### src/rtl/cuckoo_pkg.sv
// Shared types and default sizing for the two-table cuckoo insert store.
package cuckoo_pkg;

    localparam int DEF_DATA_W    = 8;
    localparam int DEF_DEPTH     = 10;
    localparam int DEF_NKEYS     = 8;
    localparam int DEF_MAX_KICKS = 20;
    localparam int DEF_IDX_W     = $clog2(DEF_DEPTH);

    typedef enum logic [1:0] {
        ST_OK    = 2'd0,
        ST_NOMAP = 2'd1,
        ST_FAIL  = 2'd2,
        ST_ZERO  = 2'd3
    } status_t;

    typedef enum logic [1:0] {
        S_IDLE,
        S_LOOKUP,
        S_SWAP,
        S_DONE
    } fsm_state_t;

    typedef struct packed {
        logic [DEF_DATA_W-1:0] key;
        logic [DEF_IDX_W-1:0]  idx_a;
        logic [DEF_IDX_W-1:0]  idx_b;
    } map_entry_t;

endpackage

### src/rtl/cuckoo_key_map.sv
// Key map register file: filtered write port and lowest-index priority match.
module cuckoo_key_map
    import cuckoo_pkg::*;
#(
    parameter int NKEYS = DEF_NKEYS,
    parameter int DEPTH = DEF_DEPTH
) (
    input  logic                      clk,
    input  logic                      rst,
    input  logic                      we,
    input  logic [$clog2(NKEYS)-1:0]  waddr,
    input  map_entry_t                wentry,
    input  logic [DEF_DATA_W-1:0]     lookup_key,
    output logic                      hit,
    output logic [DEF_IDX_W-1:0]      idx_a,
    output logic [DEF_IDX_W-1:0]      idx_b
);

    map_entry_t ent_q [NKEYS];
    map_entry_t ent_d [NKEYS];
    logic       wr_ok;

    assign wr_ok = (32'(wentry.idx_a) < DEPTH) && (32'(wentry.idx_b) < DEPTH);

    always_comb begin
        ent_d = ent_q;
        if (we && wr_ok) begin
            ent_d[waddr] = wentry;
        end
    end

    always_ff @(posedge clk) begin
        if (rst) begin
            ent_q <= '{default: '0};
        end else begin
            ent_q <= ent_d;
        end
    end

    // Scan downward so the lowest matching index is the one left standing.
    always_comb begin
        hit   = 1'b0;
        idx_a = '0;
        idx_b = '0;
        for (int i = NKEYS - 1; i >= 0; i--) begin
            if ((lookup_key != '0) && (ent_q[i].key == lookup_key)) begin
                hit   = 1'b1;
                idx_a = ent_q[i].idx_a;
                idx_b = ent_q[i].idx_b;
            end
        end
    end

endmodule

### src/rtl/cuckoo_insert_table.sv
// Two-table cuckoo store: insert engine with alternating A/B evictions,
// single-cycle clear and a registered read port.
//
// state    | meaning
// ---------+-----------------------------------------------------------
// S_IDLE   | waiting for ins_start; clear accepted here
// S_LOOKUP | map the carried value to its A/B slots, or finish NOMAP
// S_SWAP   | place carry into A (even cnt) or B (odd cnt), pick up old
// S_DONE   | one-cycle done pulse, results visible, back to idle
module cuckoo_insert_table
    import cuckoo_pkg::*;
#(
    parameter int DATA_W    = DEF_DATA_W,
    parameter int DEPTH     = DEF_DEPTH,
    parameter int NKEYS     = DEF_NKEYS,
    parameter int MAX_KICKS = DEF_MAX_KICKS,
    parameter int IDX_W     = $clog2(DEPTH)
) (
    input  logic                     clk,
    input  logic                     rst,
    input  logic                     clear,
    input  logic                     map_we,
    input  logic [$clog2(NKEYS)-1:0] map_addr,
    input  logic [DATA_W-1:0]        map_key,
    input  logic [IDX_W-1:0]         map_idx_a,
    input  logic [IDX_W-1:0]         map_idx_b,
    input  logic                     ins_start,
    input  logic [DATA_W-1:0]        ins_value,
    output logic                     busy,
    output logic                     done,
    output logic [1:0]               status,
    output logic [4:0]               kicks,
    output logic [DATA_W-1:0]        evicted,
    input  logic                     rd_table,
    input  logic [IDX_W-1:0]         rd_addr,
    output logic [DATA_W-1:0]        rd_data
);

    fsm_state_t        state_q, state_d;
    logic [DATA_W-1:0] carry_q, carry_d;
    logic [4:0]        cnt_q, cnt_d;
    logic [IDX_W-1:0]  idx_a_q, idx_a_d;
    logic [IDX_W-1:0]  idx_b_q, idx_b_d;
    logic              busy_q, busy_d;
    logic              done_q, done_d;
    status_t           status_q, status_d;
    logic [4:0]        kicks_q, kicks_d;
    logic [DATA_W-1:0] evicted_q, evicted_d;
    logic [DATA_W-1:0] rd_data_q, rd_data_d;
    logic [DATA_W-1:0] tab_a_q [DEPTH];
    logic [DATA_W-1:0] tab_a_d [DEPTH];
    logic [DATA_W-1:0] tab_b_q [DEPTH];
    logic [DATA_W-1:0] tab_b_d [DEPTH];

    logic              map_hit;
    logic [IDX_W-1:0]  map_a, map_b;
    logic [DATA_W-1:0] slot_old;
    logic [4:0]        cnt_inc;
    logic              clear_go;
    map_entry_t        wr_entry;

    assign wr_entry = '{key: map_key, idx_a: map_idx_a, idx_b: map_idx_b};

    cuckoo_key_map #(
        .NKEYS (NKEYS),
        .DEPTH (DEPTH)
    ) u_key_map (
        .clk        (clk),
        .rst        (rst),
        .we         (map_we),
        .waddr      (map_addr),
        .wentry     (wr_entry),
        .lookup_key (carry_q),
        .hit        (map_hit),
        .idx_a      (map_a),
        .idx_b      (map_b)
    );

    assign slot_old = cnt_q[0] ? tab_b_q[idx_b_q] : tab_a_q[idx_a_q];
    assign cnt_inc  = cnt_q + 5'd1;
    assign clear_go = clear && !busy_q;

    always_comb begin
        state_d   = state_q;
        carry_d   = carry_q;
        cnt_d     = cnt_q;
        idx_a_d   = idx_a_q;
        idx_b_d   = idx_b_q;
        busy_d    = busy_q;
        done_d    = 1'b0;
        status_d  = status_q;
        kicks_d   = kicks_q;
        evicted_d = evicted_q;
        tab_a_d   = tab_a_q;
        tab_b_d   = tab_b_q;

        if (clear_go) begin
            tab_a_d = '{default: '0};
            tab_b_d = '{default: '0};
        end

        case (state_q)
            S_IDLE: begin
                // A clear in the same cycle wins over the start.
                if (ins_start && !clear_go) begin
                    if (ins_value == '0) begin
                        state_d   = S_DONE;
                        done_d    = 1'b1;
                        status_d  = ST_ZERO;
                        evicted_d = '0;
                        cnt_d     = '0;
                        kicks_d   = '0;
                    end else begin
                        state_d = S_LOOKUP;
                        carry_d = ins_value;
                        cnt_d   = '0;
                        busy_d  = 1'b1;
                    end
                end
            end
            S_LOOKUP: begin
                if (!map_hit) begin
                    state_d   = S_DONE;
                    done_d    = 1'b1;
                    busy_d    = 1'b0;
                    status_d  = ST_NOMAP;
                    evicted_d = carry_q;
                    kicks_d   = cnt_q;
                end else begin
                    state_d = S_SWAP;
                    idx_a_d = map_a;
                    idx_b_d = map_b;
                end
            end
            S_SWAP: begin
                if (cnt_q[0]) begin
                    tab_b_d[idx_b_q] = carry_q;
                end else begin
                    tab_a_d[idx_a_q] = carry_q;
                end
                carry_d = slot_old;
                cnt_d   = cnt_inc;
                if (slot_old == '0) begin
                    state_d   = S_DONE;
                    done_d    = 1'b1;
                    busy_d    = 1'b0;
                    status_d  = ST_OK;
                    evicted_d = '0;
                    kicks_d   = cnt_inc;
                end else if (32'(cnt_inc) == MAX_KICKS) begin
                    state_d   = S_DONE;
                    done_d    = 1'b1;
                    busy_d    = 1'b0;
                    status_d  = ST_FAIL;
                    evicted_d = slot_old;
                    kicks_d   = cnt_inc;
                end else begin
                    state_d = S_LOOKUP;
                end
            end
            S_DONE: begin
                state_d = S_IDLE;
            end
            default: begin
                state_d = S_IDLE;
            end
        endcase
    end

    // Out-of-range read addresses return zero rather than an aliased slot.
    always_comb begin
        rd_data_d = '0;
        if (32'(rd_addr) < DEPTH) begin
            rd_data_d = rd_table ? tab_b_q[rd_addr] : tab_a_q[rd_addr];
        end
    end

    always_ff @(posedge clk) begin
        if (rst) begin
            state_q   <= S_IDLE;
            carry_q   <= '0;
            cnt_q     <= '0;
            idx_a_q   <= '0;
            idx_b_q   <= '0;
            busy_q    <= 1'b0;
            done_q    <= 1'b0;
            status_q  <= ST_OK;
            kicks_q   <= '0;
            evicted_q <= '0;
            rd_data_q <= '0;
            tab_a_q   <= '{default: '0};
            tab_b_q   <= '{default: '0};
        end else begin
            state_q   <= state_d;
            carry_q   <= carry_d;
            cnt_q     <= cnt_d;
            idx_a_q   <= idx_a_d;
            idx_b_q   <= idx_b_d;
            busy_q    <= busy_d;
            done_q    <= done_d;
            status_q  <= status_d;
            kicks_q   <= kicks_d;
            evicted_q <= evicted_d;
            rd_data_q <= rd_data_d;
            tab_a_q   <= tab_a_d;
            tab_b_q   <= tab_b_d;
        end
    end

    assign busy    = busy_q;
    assign done    = done_q;
    assign status  = status_q;
    assign kicks   = kicks_q;
    assign evicted = evicted_q;
    assign rd_data = rd_data_q;

endmodule

### config.mk
export PLATFORM = sky130hd
export DESIGN_NAME = cuckoo_insert_table
export DESIGN_NICKNAME = d
export VERILOG_FILES = /design/src/rtl/cuckoo_pkg.sv /design/src/rtl/cuckoo_key_map.sv /design/src/rtl/cuckoo_insert_table.sv
export SDC_FILE = /design/constraint.sdc
export NUM_CORES = 1
export LEC_CHECK = 0
export ABC_AREA = 1
export BUFFER_PORTS_ARGS = -buffer_cell sky130_fd_sc_hd__buf_4
export CORE_MARGIN = 1
export CORE_UTILIZATION = 30
export DETAILED_ROUTE_END_ITERATION = 8
export SLEW_MARGIN = 40
export SYNTH_ARGS = -nofsm -noshare
export SYNTH_HDL_FRONTEND = slang
export SYNTH_SLANG_ARGS = --single-unit
export TNS_END_PERCENT = 1
### constraint.sdc
create_clock -name clk -period 2.3 [get_ports clk]
set_clock_uncertainty 0.15 [all_clocks]
set_input_delay 0.23 -clock clk [delete_from_list [all_inputs] [get_ports clk]]
set_output_delay 0.23 -clock clk [all_outputs]
set_load 0.1 [all_outputs]
==> impl_metrics.yaml <==
layout:
  seqCellArea_mm2: 0.00675
  fillers: 6196
  utilization_pct: 37.6
  drive_gt1_share_pct: 14.6
  num_antenna_cells: 0
  nets: 2953
  area_growth_pct: 24.2
  final_cells: 3715
  layout_common_cells: "752 x nand2_1, 361 x nor2_1, 324 x dfxtp_1"
  final_common_cell: "nand2_1"
  multi_input_area_mm2: 0.00975
routing:
  antenna_left: 0
  wl_per_cell_um: 17.6
  routed_wl_mm: 65.3
  drc: 0
  detailedRoute.firstIterationViolations: 2091
  avgViaCountPerCell: 5.10
  drt_pass1_iterations: 6
  vias: 18954
clocking:
  cts_buffers: 40
  cts_sinks: 336
  cts.clk_slew.worst_paths_ns: 0.06
  cts_tree: "done"
  clock_path_buffers: 3
  root_buffer: "clkbuf_16"
  cts.htree.levels: 2
  clk_latency_ns: 0.58
setup_path:
  critPathCaptureType: "register"
  critPathMaxFanout: 9
  startpoint_type: "register"
  rr_worst_depth: 16
  r2r_start: "carry_q[6]"
  crit_arrival_ns: 2.79
  reg2reg_slack_ns: -0.16
  worst-setup-path-type: "register to register"
  cp_slowest_cell: "dfxtp_2"
  max_stage_delay_ns: 0.34
  worstPathRequired_ns: 2.63
  crit_buf_inv: 3
  path_delay_family: "simple AND/OR/NAND/NOR gates"
  r2r_end: "evicted[6]"
  cp_cell_sequence: "buf_12, nor2_4, nand2_2, nor2_4, clkinv_4, buf_6, nand3_2, nand2_2, nor2_4, nand2_2, nand2_4, nand2_4, nor2_8, nand3_2, nor2_1, nor2_1"
timing:
  hold_slack_ns: 0.0524
  timing.slew.headroom_pct: 44.1
  clock.fmax_mhz: 406
  tightest_slew_ns: 0.838
  finalCritPeriodShare_pct: 107
  timing.final.ws_setup_ns: -0.162
  report.final.hold_viol_count: 0
  setup_viol: 22
  min_period_ns: 2.46
  slew_violations: 0
  rsz0062_at_grt: "yes"
hold_path:
  worstHoldStart: "clear"
  holdPathStages: 6
  holdPathEnd: "done"
  hold_class: "primary input to register"
placed_design:
  place.gp.congestion: 0.975
  dp_hpwl_mm: 44.5
  port_buffers: 61
  dp.cells: 3577
floorplanning:
  fp.dieH_um: 246
  rows: 89
  initial_core_util_pct: 30.3
  coreArea_mm2: 0.0589
  die_area_mm2: 0.0605
  ios: 62
  chipWidth_um: 246
pwr:
  power.leakage_uw: 0.00925
  irDropWorstVdd_mv: 0.543
  power.density_mw_per_mm2: 972
global_routing:
  grt_max_degree: 161
  overflow: 0
  grt_pass1_wl_mm: 101
  antenna_found_initial: 0
  grt_pass1_vias: 17247
  grtUsageTotal_pct: 21.1
yosys:
  syn_area_per_cell_um2: 6.48
  synthesis.instances: 2756
  ys_ff_latch: 336
  netlist_area_mm2: 0.0178
  ys_types: 44
  synth_fp_nets: 2799
  yosys_warnings: 0
  yosysSeqAreaShare_pct: 37.7
run_status:
  status: "finished with violations"
  violations: "negative setup slack"
run:
  max_cap_viol_count: 0
## cell families (layout without fill, tap and decap cells)
kind of cell | count (synthesis) | after routing | share of synthesized area (%)
adders and majority gates | 6 | 6 | 0.421
muxes | 8 | 8 | 0.449
xor gates and xnor gates | 49 | 49 | 2.40
buffers and inverters | 390 | 573 | 8.93
and+or+nand+nor | 1302 | 1305 | 29.6
AOI/OAI and AO/OA | 665 | 665 | 20.5
DFF | 336 | 336 | 37.7
## state kept, by name, summed over array words and instances, names as in the netlist, 5 cells and up
name             count
rd_data              8
carry_q              8
kicks                5
cnt_q                5
evicted              8
tab_a_q             80
tab_b_q             80
u_key_map.ent_q    128
## cell type report
class                           count  share of cell area [%]
Inverter                          212                    3.70
Timing Repair Buffer              287                    11.6
Tap cell                          773                    4.36
Clock inverter                     18                   0.819
Clock buffer                       56                    5.10
Multi-Input combinational cell   2033                    44.0
Sequential cell                   336                    30.5
## tightest hold or removal path, stage by stage
cell and delay, ns:
buf_4 0.09, nand2_4 0.05, nand2_1 0.06, inv_1 0.06, nand2_1 0.11, a31oi_2 0.12
## worst max path at each step
stage,end,slack [ns],startpoint,cells after the start
after floorplan,carry_q[4],0.19,busy,9
after global placement,idx_b_q[1],-0.24,carry_q[4],13
after detailed placement,idx_b_q[1],-0.25,carry_q[2],17
after CTS,idx_b_q[0],-0.02,carry_q[7],17
after global routing,evicted[0],-0.28,carry_q[5],17
final,evicted[6],-0.16,carry_q[6],16
## cell usage after synthesis, drive strengths merged
library cell / number / area share [%]
nand2: 770 / 16
nor2: 387 / 8.5
dfxtp: 336 / 38
o21ai: 335 / 9.4
a21oi: 211 / 5.9
inv: 203 / 4.3
clkbuf: 123 / 2.6
nand3: 116 / 3.6
buf: 55 / 1.9
xnor2: 43 / 2.1
a221oi: 38 / 1.9
o22ai: 19 / 0.67
a211oi: 18 / 0.76
a31oi: 13 / 0.46
nor3: 12 / 0.42
o211ai: 12 / 0.50
nand4: 10 / 0.35
clkinv: 9 / 0.19
o221ai: 9 / 0.44
mux2i: 8 / 0.45
ha: 6 / 0.42
xor2: 6 / 0.29
a311oi: 5 / 0.25
nand3b: 3 / 0.13
o32ai: 3 / 0.15
or2: 2 / 0.070
and2: 1 / 0.035
and3: 1 / 0.035
o221a: 1 / 0.063
o31ai: 1 / 0.042
## layer usage
metal,GRT usage [%],vias to the layer above,wire [µm]
met3,3.83,119,5340
met1,29.4,8770,29400
met4,6.89,0,1740
met5,0,-,0
met2,32.7,768,28800
li1,-,9297,-
## power by group
part	total, µW	switching, µW	internal [µW]	leakage [µW]
clock network	6440	2740	3700	0.000644
registers	6360	229	6130	0.00272
logic	8750	5850	2900	0.00588
## per-stage QoR
| stage | instance area, µm² | power, µW | setup slack [ns] | setup TNS, ns |
|---|---|---|---|---|
| 2_1_floorplan | 17800 | 11600 | 0.188 | 0 |
| 3_3_place_gp | 20000 | 14300 | -0.237 | -2.75 |
| 3_5_place_dp | 20000 | 14300 | -0.252 | -2.45 |
| 4_1_cts | 21700 | 21000 | -0.0198 | -0.101 |
| 5_1_grt | 22200 | 22600 | -0.278 | -6.02 |
| 6_report | 22200 | 21600 | -0.162 | -2.32 |
## timing repair
item                                    in CTS  in global routing
hold buffers                                30                  0
buffers inserted                             2                 29
pin swaps                                    2                 17
cloned                                       1                  2
endpoints found under the hold margin      160                  0
endpoints found under the setup margin      25                 89
resized for setup                           26                 58
Note: power is estimated with default switching activity, not from simulation.
